### src/rtl/keypad_pkg.sv
// Shared definitions for the 4x4 keypad matrix emulator.
//   state_t    : command sequencer states
//   KEY_*      : bit slices of the 4-bit key index {row[1:0], col[1:0]}
//   COL_IDLE   : column sense value with no contact (active-low, all high)
//   lfsr_next  : one step of the 16-bit Fibonacci LFSR (taps 16,14,13,11),
//                right-shifting so bit 0 is the output bit
package keypad_pkg;

  typedef enum logic [2:0] {
    IDLE,
    P_BOUNCE,
    HOLD,
    R_BOUNCE,
    GAP
  } state_t;

  localparam int KEY_ROW_MSB = 3;
  localparam int KEY_ROW_LSB = 2;
  localparam int KEY_COL_MSB = 1;
  localparam int KEY_COL_LSB = 0;

  localparam logic [3:0] COL_IDLE = 4'b1111;

  function automatic logic [15:0] lfsr_next(input logic [15:0] s);
    return {s[0] ^ s[2] ^ s[3] ^ s[5], s[15:1]};
  endfunction

endpackage

### src/rtl/keypad_matrix_emulator_bounce_gen.sv
// bounce_gen: contact-bounce pattern generator for one bounce phase.
// Restarted by 'start' on the edge that enters a bounce phase, then runs
// while 'en' is high, producing one contact level per BOUNCE_STEP cycles.
//   clk, reset  : clock, async active-low reset
//   start       : restart the step counter and load the first level
//   en          : phase active (counters advance)
//   press       : 1 for the press phase, 0 for release; this is both the
//                 first level of the alternating pattern and the forced
//                 level of the final step in LFSR mode
//   steps       : number of bounce steps in this phase (non-zero)
//   level       : contact level for the current step
//   step_done   : last cycle of the current step
//   last_step   : current step is the final one of the phase
// Macro KEYPAD_LFSR_BOUNCE_EN: per-step level taken from LFSR bit 0.
module bounce_gen
  import keypad_pkg::*;
#(
  parameter int          BOUNCE_STEP = 64,
  parameter logic [15:0] LFSR_SEED   = 16'hACE1
) (
  input  logic       clk,
  input  logic       reset,
  input  logic       start,
  input  logic       en,
  input  logic       press,
  input  logic [7:0] steps,
  output logic       level,
  output logic       step_done,
  output logic       last_step
);

  localparam int            CW        = (BOUNCE_STEP > 1) ? $clog2(BOUNCE_STEP) : 1;
  localparam logic [CW-1:0] STEP_LAST = CW'(BOUNCE_STEP - 1);

  // An all-zero seed would lock the LFSR at zero forever.
  if (LFSR_SEED == 16'h0000) begin : g_seed_chk
    $error("bounce_gen: LFSR_SEED must be non-zero");
  end

  logic [CW-1:0] cyc_cnt;
  logic [7:0]    step_cnt;

  assign step_done = (cyc_cnt == STEP_LAST);
  assign last_step = (step_cnt == steps - 8'd1);

  always_ff @(posedge clk or negedge reset) begin
    if (!reset) begin
      cyc_cnt  <= '0;
      step_cnt <= '0;
    end else if (start) begin
      cyc_cnt  <= '0;
      step_cnt <= '0;
    end else if (en) begin
      cyc_cnt <= step_done ? '0 : cyc_cnt + CW'(1);
      if (step_done) step_cnt <= step_cnt + 8'd1;
    end
  end

`ifdef KEYPAD_LFSR_BOUNCE_EN
  logic [15:0] lfsr;
  logic [15:0] lfsr_nxt;
  logic        next_last;  // the step about to begin is the final one

  assign lfsr_nxt  = lfsr_next(lfsr);
  assign next_last = (step_cnt == steps - 8'd2);

  // Each step consumes one LFSR value; the state carries over between phases.
  always_ff @(posedge clk or negedge reset) begin
    if (!reset) begin
      lfsr  <= LFSR_SEED;
      level <= 1'b0;
    end else if (start) begin
      level <= (steps == 8'd1) ? press : lfsr[0];
    end else if (en && step_done) begin
      lfsr  <= lfsr_nxt;
      level <= next_last ? press : lfsr_nxt[0];
    end
  end
`else
  always_ff @(posedge clk or negedge reset) begin
    if (!reset)                 level <= 1'b0;
    else if (start)             level <= press;
    else if (en && step_done)   level <= ~level;
  end
`endif

endmodule

### src/rtl/keypad_matrix_emulator.sv
// keypad_matrix_emulator: responder side of a 4x4 row-select/column-sense
// keypad. A press command (valid/ready) walks press bounce, hold, release
// bounce and a released gap, then pulses done.
//   clk, reset            : clock, async active-low reset
//   cmd_valid/cmd_ready   : command handshake (ready only while idle)
//   cmd_key               : {row[1:0], col[1:0]}
//   cmd_hold              : stable contact cycles (0 treated as 1)
//   cmd_bounce            : bounce steps per edge (0 skips both bounce phases)
//   r_sel                 : active-low row drive from the scanner
//   col                   : active-low column sense, registered
//   key_down              : registered contact state
//   busy, done            : command in progress / one-cycle completion pulse
// Macro KEYPAD_LFSR_BOUNCE_EN: pseudo-random bounce (see bounce_gen).
module keypad_matrix_emulator
  import keypad_pkg::*;
#(
  parameter int          CNT_W       = 24,
  parameter int          BOUNCE_STEP = 64,
  parameter int          GAP_CYCLES  = 1024,
  parameter logic [15:0] LFSR_SEED   = 16'hACE1
) (
  input  logic             clk,
  input  logic             reset,
  input  logic             cmd_valid,
  output logic             cmd_ready,
  input  logic [3:0]       cmd_key,
  input  logic [CNT_W-1:0] cmd_hold,
  input  logic [7:0]       cmd_bounce,
  input  logic [3:0]       r_sel,
  output logic [3:0]       col,
  output logic             key_down,
  output logic             busy,
  output logic             done
);

  localparam logic [CNT_W-1:0] GAP_LAST = CNT_W'(GAP_CYCLES - 1);

  state_t           state, state_d;
  logic [CNT_W-1:0] cnt, cnt_d;
  logic [CNT_W-1:0] hold_last;
  logic [3:0]       key_q;
  logic [CNT_W-1:0] hold_q;
  logic [7:0]       bounce_q;
  logic             ld_cmd;
  logic             contact;
  logic             done_d;
  logic [3:0]       col_d;

  logic       bg_start, bg_en, bg_press;
  logic [7:0] bg_steps;
  logic       bg_level, bg_step_done, bg_last_step;

  assign cmd_ready = (state == IDLE);
  assign busy      = (state != IDLE);
  assign hold_last = (hold_q == '0) ? '0 : hold_q - CNT_W'(1);
  assign bg_en     = (state == P_BOUNCE) || (state == R_BOUNCE);
  // At accept the bounce count is not latched yet, so feed it straight through.
  assign bg_steps  = (state == IDLE) ? cmd_bounce : bounce_q;

  bounce_gen #(
    .BOUNCE_STEP (BOUNCE_STEP),
    .LFSR_SEED   (LFSR_SEED)
  ) u_bounce (
    .clk       (clk),
    .reset     (reset),
    .start     (bg_start),
    .en        (bg_en),
    .press     (bg_press),
    .steps     (bg_steps),
    .level     (bg_level),
    .step_done (bg_step_done),
    .last_step (bg_last_step)
  );

  always_comb begin
    state_d  = state;
    cnt_d    = cnt;
    contact  = 1'b0;
    ld_cmd   = 1'b0;
    done_d   = 1'b0;
    bg_start = 1'b0;
    bg_press = 1'b0;
    case (state)
      IDLE: begin
        bg_press = 1'b1;
        if (cmd_valid) begin
          ld_cmd = 1'b1;
          cnt_d  = '0;
          if (cmd_bounce != 8'd0) begin
            state_d  = P_BOUNCE;
            bg_start = 1'b1;
          end else begin
            state_d = HOLD;
          end
        end
      end
      P_BOUNCE: begin
        contact  = bg_level;
        bg_press = 1'b1;
        if (bg_step_done && bg_last_step) begin
          state_d = HOLD;
          cnt_d   = '0;
        end
      end
      HOLD: begin
        contact = 1'b1;
        if (cnt == hold_last) begin
          cnt_d = '0;
          if (bounce_q != 8'd0) begin
            state_d  = R_BOUNCE;
            bg_start = 1'b1;
          end else begin
            state_d = GAP;
          end
        end else begin
          cnt_d = cnt + CNT_W'(1);
        end
      end
      R_BOUNCE: begin
        contact = bg_level;
        if (bg_step_done && bg_last_step) begin
          state_d = GAP;
          cnt_d   = '0;
        end
      end
      GAP: begin
        if (cnt == GAP_LAST) begin
          state_d = IDLE;
          done_d  = 1'b1;
          cnt_d   = '0;
        end else begin
          cnt_d = cnt + CNT_W'(1);
        end
      end
      default: state_d = IDLE;
    endcase
  end

  // Only the selected key's row bit matters; any other low rows are ignored.
  always_comb begin
    col_d = COL_IDLE;
    if (contact && !r_sel[key_q[KEY_ROW_MSB:KEY_ROW_LSB]])
      col_d[key_q[KEY_COL_MSB:KEY_COL_LSB]] = 1'b0;
  end

  always_ff @(posedge clk or negedge reset) begin
    if (!reset) begin
      state    <= IDLE;
      cnt      <= '0;
      key_q    <= '0;
      hold_q   <= '0;
      bounce_q <= '0;
      col      <= COL_IDLE;
      key_down <= 1'b0;
      done     <= 1'b0;
    end else begin
      state    <= state_d;
      cnt      <= cnt_d;
      col      <= col_d;
      key_down <= contact;
      done     <= done_d;
      if (ld_cmd) begin
        key_q    <= cmd_key;
        hold_q   <= cmd_hold;
        bounce_q <= cmd_bounce;
      end
    end
  end

endmodule

### config.mk
export PLATFORM = sky130hd
export DESIGN_NAME = keypad_matrix_emulator
export DESIGN_NICKNAME = d
export VERILOG_FILES = /design/src/rtl/keypad_pkg.sv /design/src/rtl/keypad_matrix_emulator_bounce_gen.sv /design/src/rtl/keypad_matrix_emulator.sv
export SDC_FILE = /design/constraint.sdc
export NUM_CORES = 1
export LEC_CHECK = 0
export ABC_AREA = 1
export CORE_MARGIN = 3
export CORE_UTILIZATION = 43
export CTS_CLUSTER_DIAMETER = 40
export DETAILED_ROUTE_END_ITERATION = 10
export HOLD_SLACK_MARGIN = 0.03
export PLACE_DENSITY = 0.71
export SLEW_MARGIN = 20
export SYNTH_ARGS = -nofsm -noshare
export SYNTH_HDL_FRONTEND = slang
export SYNTH_SLANG_ARGS = --single-unit
### constraint.sdc
create_clock -name clk -period 5.1 [get_ports clk]
set_input_delay 1.02 -clock clk [delete_from_list [all_inputs] [get_ports clk]]
set_output_delay 1.02 -clock clk [all_outputs]
set_load 0.02 [all_outputs]
Word level (Yosys, flattened, before mapping)
Cells that the tools add are included.

Bitwise operators: 2. Reductions and logical operators: 20. Muxes and demuxes: 39. $add $sub $neg: 5. Eq/ne operators: 14. $lt $le $gt $ge: 3.

Operators by type and width (number): $mux 24 (5); $pmux 24 s4 (1); $mux 8 (4); $add 24x1->24 const B (1); $eq 24x10->1 const B (1); $eq 24x24->1 (1); $logic_not 24->1 (1); $sub 24x1->24 const B (1); $mux 3 (6); $mux 6 (3); $reduce_bool 8->1 (2); $pmux 3 s5 (1); $mux 1 (13); $add 8x1->8 const B (1); $eq 8x8->1 (1); $sub 8x1->8 const B (1); $add 6x1->6 const B (1); $eq 3x2->1 const B (2); $eq 6x6->1 const B (1); $lt 2x3->1 const B (2); $ne 2x1->1 const B (3); $ne 2x2->1 const B (3); $reduce_bool 2->1 (3); $reduce_and 5->1 (1); 19 further kinds (24).

Register bits: 84. Input port bits: 43. Word-level logic and storage cells: 94.

Logic depth before layout (Yosys ltp)
Depth in word-level cells: 7. Depth in mapped cells: 21.

Hierarchy
From an unflattened synthesis, not the netlist that was laid out.

Cell total of the unflattened synthesis: 843. Area, all modules: 5705.5 um^2.

Modules (own cells, without submodules): keypad_matrix_emulator (cells each 676, times used 1, seq. area each 1731.7 um^2, area an instance 4570.6 um^2); bounce_gen (cells each 167, times used 1, seq. area each 375.4 um^2, area an instance 1134.8 um^2).

Least setup slack after synthesis
No wires, ideal clock.

Path kind: input port to flip-flop. From: input cmd_bounce[0]. To: register cnt[16]. Setup slack: 2.429 ns. Data arrival time: 2.553 ns. Library setup time: 0.118 ns. Cell stages on the path: 13. Cell sequence: o21ai_4 -> ha_1 -> xor2_1 -> nand4_1 -> nor2_1 -> nand3_1 -> nor2_1 -> nand2_1 -> a21oi_4 -> nand2_2 -> buf_4 -> nand2_1 -> nand2_1.

Cells in the longest elaborated chain, start to end: 6.

Ends and longest elaborated chain: start: declaration (line keypad_matrix_emulator.sv:28) `input logic [7:0] cmd_bounce,`; $mux 8 (line keypad_matrix_emulator.sv:58) `assign bg_steps = (state == IDLE) ? cmd_bounce : bounce_q;`; $sub 8x1->8 (line keypad_matrix_emulator_bounce_gen.sv:44) `assign last_step = (step_cnt == steps - 8'd1);`; $eq 8x8->1 (line keypad_matrix_emulator_bounce_gen.sv:44); $logic_and 1x1->1 (line keypad_matrix_emulator.sv:100, keypad_matrix_emulator.sv:121); $ne 2x1->1 (no source line); $reduce_and 3->1 (no source line); end signal: assignment (line keypad_matrix_emulator.sv:158) `cnt <= cnt_d;`; end: declaration (line keypad_matrix_emulator.sv:39) `logic [CNT_W-1:0] cnt, cnt_d;`.

Every way passes these cells. A chain may end at the register's enable or synchronous reset.

Worst setup path after layout
From: register hold_q[0]. To: register u_bounce.cyc_cnt[1].

Cells in the longest elaborated chain, start to end: 6. Elaborated cells between the ends (all ways): 8. Classes of those cells: 1 x add/sub; 1 x eq/ne; 4 x mux; 2 x reduce/logical.

Ends and longest elaborated chain: start: declaration (line keypad_matrix_emulator.sv:42) `logic [CNT_W-1:0] hold_q;`; start signal: assignment (line keypad_matrix_emulator.sv:164) `hold_q <= cmd_hold;`; $sub 24x1->24 / $logic_not 24->1 (equally long branches) (line keypad_matrix_emulator.sv:55) `assign hold_last = (hold_q == '0) ? '0 : hold_q - CNT_W'(1);`; $mux 24 * (line keypad_matrix_emulator.sv:55); $eq 24x24->1 * (line keypad_matrix_emulator.sv:107) `if (cnt == hold_last) begin`; $mux 1 * (line keypad_matrix_emulator.sv:107); $pmux 1 s2 * (line keypad_matrix_emulator.sv:83) `case (state)`; $mux 6 / $reduce_bool 2->1 (equally long branches); end signal: assignment (line keypad_matrix_emulator_bounce_gen.sv:54) `cyc_cnt <= step_done ? '0 : cyc_cnt + CW'(1);`; end: declaration (line keypad_matrix_emulator_bounce_gen.sv:40) `logic [CW-1:0] cyc_cnt;`.

Every way passes the cells marked *; elsewhere a longest branch is shown, timed or not.

==> impl_results.md <==
- Status: complete, no violations
- Tcrit/Tclk final: 69.7%
- Rel. slew slack: 45.5%
- Cell taking the most area after synthesis: dfrtp_1
- VDD IR max: 0.434 mV
- Slowest stage delay, CP: 0.71 ns
- Ranking of synthesized cells by area: dfrtp_1 (35%), nand2_1 (18%), nand3_1 (6.6%)
- Critical-path top delay cell: nand3_2
- XOR/XNOR Fraction of Synth Area: 4.74%
- Vias in the first global route: 5,182
- Ant diodes: 0
- Largest family of logic cells by synthesized area: simple AND/OR/NAND/NOR gates
- Post-synthesis sequential area ratio: 36.8%
- Max Clk Rate: 0.281 GHz
- Syn Area/Cell: 6.82 µm²
- Multi-input gate area: 3090 µm²
- Dpl cells: 1,037
- Synth Area in Adders: 1.09%
- Row Count: 41
- Io pins: 51
- DP Area: 6290 µm²
- CP required: 5.33 ns
- Mapped Cells: 840
- Die span in y: 121 µm
- Synth Area in Simple Gates: 38.9%
- Synth top area share: 34.9%
- Seq cells post-synth: 84
- Worst hold path type: reg -> reg
- Post-synthesis mux area share: 0%
- Sink Count: 84
- Post-Syn Area: 5730 µm²
- Switching Fraction: 44.4%
- Critical Path Fanout Max: 47
- Post-synthesis compound-gate area fraction: 9.19%
- I/O Buffers: 50
- Nets: 924
- Filler cell count: 1,280
- Max-cap violation count: 0
- Remaining Overflow, GRT: 0
- Most common cell after layout, fill and taps aside: nand2_1
- Net switching power: 1.52 mW
- CP Cell Sequence: inv_1 -> ha_1 -> nand2_2 -> nor2_2 -> nand3_2 -> nand3_1 -> nor2_1 -> nor2_1 -> nand2_1 -> nor2_1 -> nand2_1 -> nor2_2 -> nand3_2 -> nand3_1 -> o21ai_0
- Initial antenna violation count: 0
- P_leak: 3.15 nW
- Syn_nets: 888
- Clk pwr share: 22.2%
- GPL Wtd Cong: 0.862
- CTS buffer count: 9
- Fin crit period: 3.55 ns
- DRT Pass-1 Iters: 7
- YS warnings: 0
- Largest net degree at the start of global routing: 85
- Worst-Margin Slew: 0.817 ns
- Max-slew violation count: 0
- Setup_tns: 0 ns
- WP buf/inv: 1
- First-pass GRT wire length: 25,000 µm
- CTS clk-pin slew, worst paths: 0.06 ns
- Combinational share of power: 47.4%
- Tot GR Track Use: 21.1%
- Die W: 121 µm
- CP most frequent cell: nor2_1
- Resized cells post-CTS: 0
- Worst Skew: 0.00574 ns
- Crit Path Category: reg -> reg
- Synth unique cells: 40
- Crit path max-delay family: simple AND/OR/NAND/NOR gates
- H-tree levels: 3
- Sequential share of power: 30.4%
- Remaining DRCs: 0
- Setup Buffers After CTS: 0
- CTS Hold Bufs: 0
- Clock Latency Late Sink: 0.35 ns
- Reg-to-reg slack, setup: 1.55 ns
- CP endpoint kind: flip-flop
- Post-DRT Antenna Nets: 0
- WL/cell: 13.7 µm
- Most frequent cells in the layout: nand2_1 (278), inv_1 (97), dfrtp_1 (80)
- Final instance area: 6630 µm²
- DR vias/cell: 5.17
- Post-DP HPWL: 10,400 µm
- Clk buf depth: 2
- Overall power: 3.42 mW
- Pint: 1.90 mW
- Power Dens Cells: 516 nW/µm²
- DRT Wirelength: 14,400 µm
- Core Area: 12,800 µm²
- Root Driver: clkbuf_16
- Register area: 2110 µm²
- Final cell count without fillers: 1,053
- Fin. Hold Viols: 0
- Startpoint types: flip-flop
- Final setup fails: 0
- Vias post-DR: 5,445
- Initial core utilization: 44.7%
- Crit path DAT: 3.79 ns
- CTS tree: built
- Share of post-route cells with drive strength above 1: 5.45%
- RSZ-0062 raised after global routing: false
- Die Area: 14,800 µm²
- Area growth from synthesis to layout: 15.7%
- Violation count after the first detailed-route iteration: 405
[routing by layer]
| metal | global-route usage [%] | part of all wire (%) | vias up |
|---|---|---|---|
| met4 | 7.42 | 1.8 | 0 |
| met3 | 3.82 | 3.8 | 22 |
| met1 | 27.8 | 46 | 2528 |
| met5 | 0 | 0 | - |
| li1 | - | - | 2789 |
| met2 | 34.8 | 48 | 106 |
[state kept, by name (all words and copies together), names as in the netlist]
register           count
bounce_q               8
cnt                   24
col                    4
done                   1
hold_q                24
key_down               1
key_q                  4
state                  3
u_bounce.cyc_cnt       6
u_bounce.level         1
u_bounce.step_cnt      8
[logic make-up (layout without fill, tap and decap cells)]
group                    count (synthesis)  after routing
buffers and inverters                  124            165
flip-flops                              84             84
adder cells (fa/ha/maj)                  5              5
XOR/XNOR                                31             31
AND/OR/NAND/NOR                        503            503
AO/OA/AOI/OAI                           93             93
[power by group through the flow]
stage / Clock [mW] / Sequential [mW] / Combinational [mW]
floorplan: 0 / 1.02 / 1.28
global placement: 0 / 1.05 / 1.59
detailed placement: 0 / 1.05 / 1.62
CTS: 0.773 / 1.04 / 1.63
global route: 0.795 / 1.07 / 1.88
finish: 0.758 / 1.04 / 1.62
[layout make-up]
class / count / share of cell area [%]
clock inverters: 6 / 1.70
repair buffers: 51 / 7.68
clock buffers: 10 / 3.45
inverters: 98 / 5.55
multi-input cells: 632 / 46.6
flip-flops and latches: 84 / 31.8
well taps: 172 / 3.25
[final timing paths]
path	start	endpoint	cells after the start
setup / recovery	hold_q[0]	u_bounce.cyc_cnt[1]	15
hold / removal	key_q[1]	col[3]	1
setup reg to reg	hold_q[0]	u_bounce.cyc_cnt[1]	15
hold reg to reg	key_q[1]	col[3]	1
max in group asynchronous	reset	u_bounce.cyc_cnt[2]	1
min in group asynchronous	reset	key_q[1]	1
[Yosys cell counts]
| cell | count |
|---|---|
| buf_8 | 1 |
| o21ai_1 | 3 |
| a31oi_1 | 1 |
| xnor2_1 | 4 |
| nand4_1 | 39 |
| clkbuf_1 | 14 |
| nand3b_1 | 2 |
| and3_1 | 1 |
| nor2_1 | 68 |
| ha_1 | 5 |
| nand3_1 | 76 |
| a21oi_1 | 22 |
| nor2_2 | 3 |
| a211oi_1 | 2 |
| o21ai_0 | 53 |
| xor2_1 | 27 |
| nand2_8 | 1 |
| o21bai_1 | 2 |
| clkinv_1 | 1 |
| nor3_2 | 1 |
| dfstp_2 | 4 |
| nand2_2 | 6 |
| nor2_4 | 4 |
| inv_1 | 97 |
| o21ai_4 | 1 |
| buf_2 | 2 |
| nand2_4 | 1 |
| buf_4 | 3 |
| nand3_2 | 3 |
| a21oi_4 | 1 |
| nand2_1 | 278 |
| nor3b_1 | 1 |
| o21ai_2 | 6 |
| o221ai_1 | 1 |
| or3_1 | 1 |
| nor4_1 | 7 |
| buf_6 | 6 |
| nor3_1 | 11 |
| o22ai_1 | 1 |
| dfrtp_1 | 80 |
[per-stage QoR]
| step | util, % | setup slack, ns | hold WS (ns) |
|---|---|---|---|
| after global placement | 49.0 | 1.53 | 0.412 |
| after floorplan | - | 2.43 | 0.397 |
| after detailed placement | 49.0 | 1.50 | 0.414 |
| after global routing | 51.7 | 1.09 | 0.456 |
| after CTS | 51.7 | 1.61 | 0.424 |
| final | 51.7 | 1.55 | 0.420 |
Power figures use the tool's default switching activity.
==> RTL change 1 (same flow settings) <==
Encoding of `state_t`: now one-hot (5 bits for 5 states).
--- a/src/rtl/keypad_pkg.sv
+++ b/src/rtl/keypad_pkg.sv
@@ -7,10 +7,10 @@
 package keypad_pkg;
 
-  typedef enum logic [2:0] {
-    IDLE,
-    P_BOUNCE,
-    HOLD,
-    R_BOUNCE,
-    GAP
+  typedef enum logic [4:0] {
+    IDLE     = 5'b00001,
+    P_BOUNCE = 5'b00010,
+    HOLD     = 5'b00100,
+    R_BOUNCE = 5'b01000,
+    GAP      = 5'b10000
   } state_t;
 
Behaviour: same outputs for any inputs over 10 cycles, from zero or initial values and one cycle with reset low; not proved beyond that.
==> RTL change 1 against the original RTL <==
  * Count of clock-buffer cells in the layout stayed put
  * Clock power is 17% lower
  * Worst setup slack worse by 0.24 ns
  * Clock skew hardly changed
  * Synthesized area is 8.4% higher
  * Sequential share of layout area is 1.4 points lower
  * Design area is 7.0% higher
  * Sequential cell count is 2 higher
  * Routed wire length is 16% higher
  * Non-clock buffer count is 2 higher
  * Total power is 8.9% lower
  * Critical endpoint is now cnt[0]
==> RTL change 1: results (changes against the original RTL) <==
{| class="wikitable"
! Metric !! Value
|-
| Clock period minus final worst setup slack || 3.79 ns (+0.238 ns)
|-
| Largest net degree at the start of global routing || 68 (-20%)
|-
| Placed Instances || 1143 (+10%)
|-
| GR Util met3 || 3.65% (-0.18 points)
|-
| M1 wire length || 7280 um (+10%)
|-
| Power in combinational cells || 1.46 mW (-9.9%)
|-
| Gpl congestion || 0.942 (+9.3%)
|-
| GR Util met2 || 36.7% (+2.0 points)
|-
| Synthesized netlist net count || 984 (+11%)
|-
| Switching power of the nets || 1.43 mW (-6.1%)
|-
| Arrival time of data at the critical path endpoint || 4.01 ns (+0.22 ns)
|-
| Post-detailed-placement half-perimeter wirelength || 12900 um (+24%)
|-
| Mapped Avg Cell Area || 6.64 um^2 (-2.7%)
|-
| Wire length on met3 || 830 um (+50%)
|-
| Highest cell delay on the worst timing path || 0.69 ns (-0.02 ns)
|-
| Pre-CTS setup slack || 1.34 ns (-0.161 ns)
|-
| Maximum fanout encountered on the critical timing path || 48 (+2.1%)
|-
| Worst R2R Path Depth || 17 (+2)
|-
| Total wire length after detailed routing || 16700 um (+16%)
|-
| Count of routing violations after the opening detailed-route iteration || 458 (+13%)
|-
| DR WL/cell || 14.4 um (+5.5%)
|-
| Terminus of the critical flop-to-flop path || cnt[0]
|-
| Leakage component of the power || 3.37 nW (+7.0%)
|-
| Peak supply drop || 0.335 mV (-23%)
|-
| Slew of the pin with the lowest slew margin || 0.875 ns (+0.0577 ns)
|-
| Fraction of final layout cells sized beyond drive strength 1 || 5.31% (-0.14 points)
|-
| First-pass GRT wire length || 28400 um (+14%)
|-
| Count of distinct cell types in the synthesized netlist || 39 (-2.5%)
|-
| Result of the run || complete, no violations
|-
| Worst Clk Skew || 0.00623 ns (+0.000485 ns)
|-
| Synthesized-area fraction occupied by ao, oa, aoi and oai cells || 7.63% (-1.6 points)
|-
| Xor and xnor fraction of the mapped netlist area || 4.09% (-0.65 points)
|-
| Largest cells by area after synthesis || sky130_fd_sc_hd__dfrtp_1, sky130_fd_sc_hd__nand2_1, sky130_fd_sc_hd__nand3_1, sky130_fd_sc_hd__nor2_1, sky130_fd_sc_hd__inv_1
|-
| Mux share of post-synthesis cell area || 0.906% (+0.91 points)
|-
| Met1 demand-to-capacity share in global routing || 27.6% (-0.16 points)
|-
| Overall routing resource usage || 21.5% (+0.44 points)
|-
| Destination of the worst hold path || col[2]
|-
| Number of detailed-route iterations in the first pass || 5 (-2)
|-
| Sequential cell area fraction in the yosys report || 34.7% (-2.0 points)
|}
-- RTL change 1: cell types whose count changed after synthesis, sizes merged, moves of 2 or more --
cell,before,now
a21oi,23,32
nand2,286,257
o211ai,0,6
nand4,39,52
xnor2,4,1
nor4,7,13
a211oi,2,0
nand3b,2,6
o21bai,2,4
inv,97,120
mux2,0,5
o21ai,63,42
nand3,79,101
nor2,75,134
-- RTL change 1: layout make-up --
class | count | area, um^2
Clock buffer | 10 | 229
Inverter | 121 | 454
Fill cell | 1466 | 6890
Multi-Input combinational cell | 703 | 3460
Tap cell | 180 | 225
Timing Repair Buffer | 53 | 520
Clock inverter | 6 | 46.3
Sequential cell | 86 | 2160
-- RTL change 1: critical path, delay by kind of cell, from the launching register on --
family	cells	cell delay, ns
AND/OR/NAND/NOR	12	2.49
flip-flops	1	0.36
adder cells (fa/ha/maj)	1	0.30
buffers and inverters	3	0.41
AO/OA/AOI/OAI	1	0.08
==> RTL change 2 (same flow settings) <==
Without the edit above. `BOUNCE_STEP` is set to 64 in 2 places; all go to 256.
--- a/src/rtl/keypad_matrix_emulator_bounce_gen.sv
+++ b/src/rtl/keypad_matrix_emulator_bounce_gen.sv
@@ -16,5 +16,5 @@
   import keypad_pkg::*;
 #(
-  parameter int          BOUNCE_STEP = 64,
+  parameter int          BOUNCE_STEP = 256,
   parameter logic [15:0] LFSR_SEED   = 16'hACE1
 ) (
--- a/src/rtl/keypad_matrix_emulator.sv
+++ b/src/rtl/keypad_matrix_emulator.sv
@@ -16,5 +16,5 @@
 #(
   parameter int          CNT_W       = 24,
-  parameter int          BOUNCE_STEP = 64,
+  parameter int          BOUNCE_STEP = 256,
   parameter int          GAP_CYCLES  = 1024,
   parameter logic [15:0] LFSR_SEED   = 16'hACE1
Function: no difference found for any inputs over 10 cycles, from zero or initial values and one cycle with reset low; that may be too few to reach the edited logic, so the function may still have changed.
==> RTL change 2 against the original RTL <==
  * Total power down 8.2%
  * Final cell count is 3.0% higher
  * Design area up 1.9%
  * Count of clock-buffer cells in the layout unchanged
  * Critical path type unchanged
  * Worst setup slack got worse by 0.018 ns
  * Clock skew grew 0.0019 ns
  * Synthesized area grew 2.0%
  * Critical endpoint is now u_bounce.cyc_cnt[2]
  * Clock power fell by 9.0%
  * Synthesized cell count grew 3.2%
  * Routed wire length grew 1.9%
  * First-iteration DRC count is 12% higher
  * Core utilization is 0.37 points higher
  * Sequential cell count increased by 2
==> RTL change 2: results (changes against the original RTL) <==
{| class="wikitable"
! Metric !! Value
|-
| Count of distinct cell types in the synthesized netlist || 41 (+2.5%)
|-
| Most common library cells after synthesis || sky130_fd_sc_hd__nand2_1, sky130_fd_sc_hd__nor2_1, sky130_fd_sc_hd__inv_1
|-
| Total number of yosys warnings || 0 (unchanged)
|-
| Largest cells by area after synthesis || sky130_fd_sc_hd__dfrtp_1, sky130_fd_sc_hd__nand2_1, sky130_fd_sc_hd__nor2_1, sky130_fd_sc_hd__nand3_1, sky130_fd_sc_hd__inv_1
|-
| DR WL/cell || 13.5 um (-1.1%)
|-
| Antenna violations before repair || 0 (unchanged)
|-
| Beginning of the worst register-to-register path || hold_q[0]
|-
| Via count of the first global-routing pass || 5420 (+4.6%)
|-
| Peak supply drop || 0.334 mV (-23%)
|-
| Count of routing violations after the opening detailed-route iteration || 455 (+12%)
|-
| Gpl congestion || 0.916 (+6.3%)
|-
| Slew of the pin with the lowest slew margin || 0.845 ns (+0.0282 ns)
|-
| Largest net degree at the start of global routing || 71 (-16%)
|-
| Worst R2R Path Depth || 17 (+2)
|-
| Via count || 5660 (+3.9%)
|-
| Terminus of the critical flop-to-flop path || u_bounce.cyc_cnt[2]
|-
| Start point of the worst hold path || key_q[1]
|-
| Arrival time of data at the critical path endpoint || 3.81 ns (+0.02 ns)
|-
| Mapped Avg Cell Area || 6.75 um^2 (-1.1%)
|-
| Synthesized netlist net count || 915 (+3.0%)
|-
| Worst-Skew Late Latency || 0.35 ns (about the same)
|-
| Fraction of final layout cells sized beyond drive strength 1 || 5.59% (+0.14 points)
|-
| Worst reg2reg setup slack || 1.53 ns (-0.02 ns)
|-
| TritonCTS Buffers || 9 (unchanged)
|-
| Nature of the critical path endpoint || flop
|-
| Share of async-settable or async-resettable flops after synthesis || 100% (unchanged)
|-
| Overall routing resource usage || 21.1% (+0.035 points)
|-
| Post-detailed-placement half-perimeter wirelength || 10900 um (+4.6%)
|-
| Sequential cell area fraction in the yosys report || 36.9% (+0.12 points)
|-
| Number of detailed-route iterations in the first pass || 5 (-2)
|-
| Clock slew at the register clock pins of the worst setup and hold paths || 0.07 ns
|-
| Count of input and output buffers || 50 (unchanged)
|-
| First-pass GRT wire length || 25500 um (+2.0%)
|-
| Placed Instances || 1069 (+3.1%)
|-
| Post-synth EDFFs || 0 (unchanged)
|-
| DR vias/cell || 5.22 (+0.88%)
|-
| Leakage component of the power || 3.26 nW (+3.7%)
|-
| Result of the run || complete, no violations
|-
| Clk root buf || sky130_fd_sc_hd__clkbuf_16
|-
| Worst Clk Skew || 0.00769 ns (+0.00195 ns)
|-
| Regs by FF count || cnt x24, hold_q x24
|-
| H-tree depth || 3 (unchanged)
|-
| Post-layout net count || 956 (+3.5%)
|}
==> RTL change 2: changes by cell type after synthesis, sizes merged, moves of 5 or more <==
cell   before  now
o21ai      63   51
nand2     286  249
a21oi      23   31
nor2       75  132
nand4      39   44
nand3      79   84
==> RTL change 2: cells by family (layout without fill, tap and decap cells) <==
logic type,after synthesis,count (layout),synth area share (%)
simple gates,531,531,39.8
buf+inv,123,169,8.68
compound gates,92,92,8.77
flops,86,86,36.9
xor+xnor,28,28,4.43
fa+ha+maj,5,5,1.07
mux,2,2,0.385
==> RTL change 2: cell type report <==
class / count / area (um^2)
inverters: 101 / 379
multi-input cells: 658 / 3190
well taps: 172 / 215
fillers: 1318 / 6220
clock buffers: 10 / 239
repair buffers: 52 / 513
clock inverters: 6 / 68.8
flip-flops and latches: 86 / 2160
==> RTL change 2: per-layer routing <==
layer,share of wire [%],track usage [%],vias up
met5,0,0,-
met4,1.2,5.67,0
met3,3.7,3.96,13
met2,50,36.7,107
met1,45,27.0,2644
li1,-,-,2896
==> RTL change 2: worst max-delay path, stage by stage (launching register included) <==
cell and delay, ns:
sky130_fd_sc_hd__dfrtp_1 0.36, sky130_fd_sc_hd__inv_1 0.13, sky130_fd_sc_hd__ha_1 0.25, sky130_fd_sc_hd__nand2_2 0.15
sky130_fd_sc_hd__nor2_8 0.19, sky130_fd_sc_hd__nand3_2 0.67, sky130_fd_sc_hd__nand4_1 0.40, sky130_fd_sc_hd__nand2_1 0.09
sky130_fd_sc_hd__inv_1 0.06, sky130_fd_sc_hd__nand2_1 0.06, sky130_fd_sc_hd__nor2_1 0.09, sky130_fd_sc_hd__nand2_1 0.05
sky130_fd_sc_hd__nor2_1 0.14, sky130_fd_sc_hd__nand3_2 0.34, sky130_fd_sc_hd__nand2_2 0.24, sky130_fd_sc_hd__nor2_2 0.10
sky130_fd_sc_hd__nand2_1 0.09, sky130_fd_sc_hd__nand2_1 0.05
==> RTL change 2: through the flow <==
| stage | setup WS (ns) | cell area [um^2] |
|---|---|---|
| after floorplan | 2.34 | 5850 |
| after global placement | 1.49 | 6450 |
| after detailed placement | 1.46 | 6450 |
| after CTS | 1.53 | 6760 |
| after global routing | 1.06 | 6760 |
| final | 1.53 | 6760 |
==> RTL change 2: where the power goes <==
| group | internal [mW] | switching (mW) | total (mW) |
|---|---|---|---|
| clock | 0.397 | 0.294 | 0.690 |
| sequential | 0.879 | 0.173 | 1.05 |
| combinational | 0.482 | 0.915 | 1.40 |
==> RTL change 2: worst min-delay path by stage <==
stage / endpoint / slack [ns] / cells after the start
after CTS: col[2] / 0.43 / 1
after detailed placement: col[2] / 0.42 / 1
after floorplan: col[2] / 0.40 / 1
after global routing: col[3] / 0.44 / 1
final: col[2] / 0.43 / 1
after global placement: col[3] / 0.41 / 1
